`src/rtl/alu_scheduler.sv`:
```
// Shares one combinational ALU between two requesters; runs shifts iteratively and resolves jr.
// Define ALU_SCHED_RR_EN for round-robin tie-breaking (default: fixed priority, req0 wins).
module alu_scheduler (
  input  logic        clk,
  input  logic        reset,
  input  logic        req0Valid,
  output logic        req0Ready,
  input  logic [4:0]  req0Op,
  input  logic [31:0] req0A,
  input  logic [31:0] req0B,
  input  logic [4:0]  req0Shamt,
  input  logic        req1Valid,
  output logic        req1Ready,
  input  logic [4:0]  req1Op,
  input  logic [31:0] req1A,
  input  logic [31:0] req1B,
  input  logic [4:0]  req1Shamt,
  output logic [31:0] aluA,
  output logic [31:0] aluB,
  output logic [4:0]  aluSrc,
  input  logic [31:0] aluResult,
  output logic        respValid,
  input  logic        respReady,
  output logic        respId,
  output logic [31:0] respResult,
  output logic        respErr
);

  typedef enum logic [1:0] {StIdle, StAlu, StShift, StResp} state_e;

  state_e      state_q, state_d;
  logic        grant;
  logic        accept;
  logic [4:0]  in_op;
  logic [4:0]  in_shamt;
  logic [31:0] in_a;
  logic [31:0] in_b;
  logic [4:0]  op_q;
  logic [4:0]  cnt_q;
  logic        id_q;
  logic        err_q;
  logic [31:0] result_q;
  logic [31:0] shift_next;
  logic [31:0] alu_a_q;
  logic [31:0] alu_b_q;
  logic [4:0]  alu_src_q;

`ifdef ALU_SCHED_RR_EN
  logic last_q;

  // On a tie the requester not granted last wins; reset value makes req0 win the first tie.
  always_comb begin
    if (req0Valid && req1Valid) grant = ~last_q;
    else                        grant = ~req0Valid;
  end

  always_ff @(posedge clk) begin
    if (reset)       last_q <= 1'b1;
    else if (accept) last_q <= grant;
  end
`else
  always_comb begin
    grant = ~req0Valid;
  end
`endif

  assign req0Ready = (state_q == StIdle) && !reset && req0Valid && !grant;
  assign req1Ready = (state_q == StIdle) && !reset && req1Valid && grant;
  assign accept    = req0Ready | req1Ready;

  assign in_op    = grant ? req1Op    : req0Op;
  assign in_a     = grant ? req1A     : req0A;
  assign in_b     = grant ? req1B     : req0B;
  assign in_shamt = grant ? req1Shamt : req0Shamt;

  always_comb begin
    shift_next = {result_q[30:0], 1'b0};
    if (op_q == 5'd9)       shift_next = {1'b0, result_q[31:1]};
    else if (op_q == 5'd10) shift_next = {result_q[31], result_q[31:1]};
  end

  always_ff @(posedge clk) begin
    if (reset) state_q <= StIdle;
    else       state_q <= state_d;
  end

  always_comb begin
    state_d = state_q;
    case (state_q)
      StIdle: begin
        if (accept) begin
          if (in_op < 5'd8)                             state_d = StAlu;
          else if (in_op <= 5'd10 && in_shamt != 5'd0)  state_d = StShift;
          else                                          state_d = StResp;
        end
      end
      StAlu:   state_d = StResp;
      StShift: if (cnt_q == 5'd1) state_d = StResp;
      StResp:  if (respReady) state_d = StIdle;
      default: state_d = StIdle;
    endcase
  end

  // result_q doubles as the shift working register; it is only exposed in StResp.
  always_ff @(posedge clk) begin
    if (reset) begin
      op_q      <= 5'd0;
      cnt_q     <= 5'd0;
      id_q      <= 1'b0;
      err_q     <= 1'b0;
      result_q  <= 32'd0;
      alu_a_q   <= 32'd0;
      alu_b_q   <= 32'd0;
      alu_src_q <= 5'd0;
    end else begin
      case (state_q)
        StIdle: begin
          if (accept) begin
            op_q  <= in_op;
            id_q  <= grant;
            err_q <= (in_op >= 5'd12);
            cnt_q <= in_shamt;
            if (in_op < 5'd8) begin
              alu_a_q   <= in_a;
              alu_b_q   <= in_b;
              alu_src_q <= in_op;
            end else if (in_op <= 5'd10) begin
              result_q <= in_b;
            end else if (in_op == 5'd11) begin
              result_q <= in_a;
            end else begin
              result_q <= 32'd0;
            end
          end
        end
        StAlu: result_q <= aluResult;
        StShift: begin
          result_q <= shift_next;
          cnt_q    <= cnt_q - 5'd1;
        end
        default: ;
      endcase
    end
  end

  assign aluA       = alu_a_q;
  assign aluB       = alu_b_q;
  assign aluSrc     = alu_src_q;
  assign respValid  = (state_q == StResp);
  assign respId     = id_q;
  assign respResult = result_q;
  assign respErr    = err_q;

endmodule
```
`config.mk`:
```
export PLATFORM = sky130hd
export DESIGN_NAME = alu_scheduler
export DESIGN_NICKNAME = d
export VERILOG_FILES = /design/src/rtl/alu_scheduler.sv
export SDC_FILE = /design/constraint.sdc
export NUM_CORES = 1
export LEC_CHECK = 0
export BUFFER_PORTS_ARGS = -buffer_cell sky130_fd_sc_hd__buf_4
export CORE_UTILIZATION = 48
export DETAILED_ROUTE_END_ITERATION = 8
export MAX_ROUTING_LAYER = met4
export PLACE_DENSITY = 0.82
export SYNTH_ARGS = -nofsm -noshare
export SYNTH_HDL_FRONTEND = slang
export SYNTH_SLANG_ARGS = --single-unit
```
`constraint.sdc`:
```
create_clock -name clk -period 2 [get_ports clk]
set_input_delay 0.1 -clock clk [delete_from_list [all_inputs] [get_ports clk]]
set_output_delay 0.1 -clock clk [all_outputs]
set_load 0.1 [all_outputs]
```
==> flow_metrics.env <==
export IMPL_synth_edf_count=0
export IMPL_p_int_mw=7.72
export IMPL_synth_top_cell_by_area="dfxtp_1"
export IMPL_clk_latency_ns=0.42
export IMPL_p_leak_nw=4.17
export IMPL_syn2layout_area_growth_pct=47.4
export IMPL_grt_util_all_layers=0.337
export IMPL_die_h_um=120
export IMPL_finalSetupViolCount=0
export IMPL_grt_antenna_before_repair=0
export IMPL_io_pins=291
export IMPL_route_met3_wl_um=1870
export IMPL_chipWidth_um=120
export IMPL_wl_met1_um=9950
export IMPL_reg2reg_depth=7
export IMPL_fin_nets=1175
export IMPL_ys_ff_latch=115
export IMPL_min_path_type="in -> reg"
export IMPL_clkPwrFrac=0.208
export IMPL_crit_type="reg -> reg"
export IMPL_cp_slowest_cell="a221oi_1"
export IMPL_r2r_start="op_q[3]$_SDFFE_PP0P_"
export IMPL_route_detailed_drc=0
export IMPL_drv_slew=0
export IMPL_crit_start="op_q[3]$_SDFFE_PP0P_"
export IMPL_gp_congestion=0.974
export IMPL_powerDensity_mw_per_mm2=1570
export IMPL_p_switching_mw=7.61
export IMPL_cp_required_ns=2.27
export IMPL_cts_sinks=115
export IMPL_root_buffer="clkbuf_16"
export IMPL_seq_power_share=0.218
export IMPL_synth_top_area_share=0.347
export IMPL_drive_above_1_share=0.472
export IMPL_finalSetupTns_ns=0
export IMPL_finalInstanceArea_sq_mm=0.00978
export IMPL_ys_flop_type="dfxtp_1"
export IMPL_holdPathStages=3
export IMPL_mostFrequentLayoutCell="buf_4"
export IMPL_synth_area_sq_mm=0.00664
export IMPL_power_frac_comb=0.575
export IMPL_min_from="req1Valid"
export IMPL_io_buffers=290
export IMPL_fmax_ghz=0.520
export IMPL_initial_core_util=0.497
export IMPL_cp_cell_sequence="nor3b_1, buf_4, o21ai_4, buf_12, mux2_2, a221oi_1, a2111oi_2"
export IMPL_hpwl_um=17500
export IMPL_cts_htree_levels=4
export IMPL_grt_start_max_net_pins=53
export IMPL_post_place_ws_ns=-0.107
export IMPL_crit_family="compound AO/OA/AOI/OAI gates"
export IMPL_endpoint_kind="flop"
export IMPL_top_layer="met4"
export IMPL_overflow=0
export IMPL_dpl_cell_area_sq_mm=0.00914
export IMPL_grt_pass1_wl_um=36300
export IMPL_ctsHoldBuffers=0
export IMPL_netlist_top_cells_area="dfxtp_1 (35%), mux2i_1 (11%), mux2_2 (10%)"
export IMPL_yosys_warnings=0
export IMPL_fin_crit_ns=1.92
export IMPL_finalClockSkew_ns=0.00505
export IMPL_wl_met2_um=11000
export IMPL_hold_slack_ns=0.0371
export IMPL_p_sw_frac=0.497
export IMPL_clk_path_buf_depth=2
export IMPL_cp_start_kind="flop"
export IMPL_clkSlewWorstSetupHoldPaths_ns=0.05
export IMPL_ir_drop_mv=0.662
export IMPL_worst_pin_slew_ns=0.854
export IMPL_setup_ws_ns=0.0775
export IMPL_cts_tree="yes"
export IMPL_crit_cells=7
export IMPL_yosysSeqAreaShare=0.347
export IMPL_max_slew_margin=0.429
export IMPL_syn_nets=898
export IMPL_grt_pass1_vias=6660
export IMPL_rsz0062_at_grt="no"
export IMPL_dr_total_vias=6973
export IMPL_synth_cells=707
export IMPL_die_area_sq_mm=0.0143
export IMPL_cp_max_fo=32
export IMPL_worst_path_buf_inv=2
export IMPL_cts_buffers=17
export IMPL_drt_pass1_iterations=7
export IMPL_synthArstFlopShare=0
export IMPL_wl_per_cell_um=20.2
export IMPL_run_status="completed"
export IMPL_critPathArrivalTime_ns=2.19
export IMPL_ant_nets=0
export IMPL_post_route_period_util=0.961
export IMPL_drt_total_wl_um=23600
export IMPL_fp_row_count=42
export IMPL_ys_types=50
export IMPL_maxCapViolations=0
export IMPL_final_cell_mix="buf_4 (320), dfxtp_1 (115), nor2_1 (84)"
export IMPL_cpPeakStageDelay_ns=0.40
export IMPL_avgSynthCellArea_sq_um=9.39
export IMPL_n_antenna_cell=0
export IMPL_hold_viol_final=0
export IMPL_core_area_sq_mm=0.0133
export IMPL_drtIter0Drc=671
export IMPL_via_per_inst=5.95
==> metrics by stage <==
stage	cells	power (mW)	util
6_report	1172	15.3	0.733
2_1_floorplan	707	9.75	-
3_3_place_gp	1141	11.9	0.685
4_1_cts	1172	15.2	0.732
3_5_place_dp	1141	12.0	0.685
5_1_grt	1172	15.9	0.733
==> worst register-to-register path: stages, from the launching register on <==
cell       delay [ns]
dfxtp_1          0.34
nor3b_1          0.22
buf_4            0.17
o21ai_4          0.06
buf_12           0.18
mux2_2           0.30
a221oi_1         0.40
a2111oi_2        0.11
==> worst paths after layout <==
check	end	slack, ns
max	respResult[30]$_SDFFE_PP0P_	0.08
min	respId$_SDFFE_PP0P_	0.04
max reg2reg	respResult[30]$_SDFFE_PP0P_	0.08
min reg2reg	aluSrc[4]$_SDFFE_PP0P_	0.48
==> power by group through the flow <==
stage | combinational, mW | clock (mW) | sequential [mW]
4_1_cts | 8.72 | 3.21 | 3.32
3_5_place_dp | 8.63 | 0 | 3.36
6_report | 8.81 | 3.18 | 3.34
5_1_grt | 9.22 | 3.30 | 3.40
3_3_place_gp | 8.54 | 0 | 3.34
2_1_floorplan | 3.51 | 0 | 6.25
==> Yosys cell counts, types with 4 or more instances <==
master / instances
dfxtp_1: 115
nor2_1: 84
mux2i_1: 74
mux2_2: 61
o21ai_0: 40
a211oi_1: 39
a21oi_1: 38
clkbuf_1: 36
o22ai_1: 33
a221oi_1: 31
a2111oi_2: 30
buf_2: 25
nand2_1: 12
buf_4: 9
inv_1: 9
nor3_1: 7
ha_1: 6
nor3b_1: 6
nand2b_1: 5
nand3_1: 4
==> repair_timing <==
item,in CTS,in global routing
gates cloned,0,0
setup endpoints to repair,1,2
buffers inserted,0,0
resized for setup,2,1
==> layout make-up <==
class                   count  area (sq um)
inverters                   9          33.8
clock buffers              23           498
clock inverters             8           124
flip-flops and latches    115          2300
multi-input cells         510          3990
repair buffers            331          2610
fillers                  1017          3560
well taps                 176           220
==> cells by family (layout without fill, tap and decap cells) <==
group,after synthesis,in the layout,share of synthesized area
AOI/OAI and AO/OA,233,233,0.272
and+or+nand+nor,136,136,0.0954
muxes,135,135,0.215
DFF,115,115,0.347
buffers and inverters,82,371,0.0596
adders and majority gates,6,6,0.0113
==> registers in the layout (all words and copies together), names as in the netlist <==
register and count:
aluA 32, aluB 32, respResult 32, aluSrc 5, cnt_q 5, op_q 5
state_q 2, respErr 1, respId 1
==> layer usage <==
layer	vias to the layer above	GRT usage
li1	3267	-
met1	3262	0.426
met2	381	0.520
met3	63	0.0604
met4	0	0.163
met5	-	-
No activity file was read; power rests on OpenSTA's default activity.
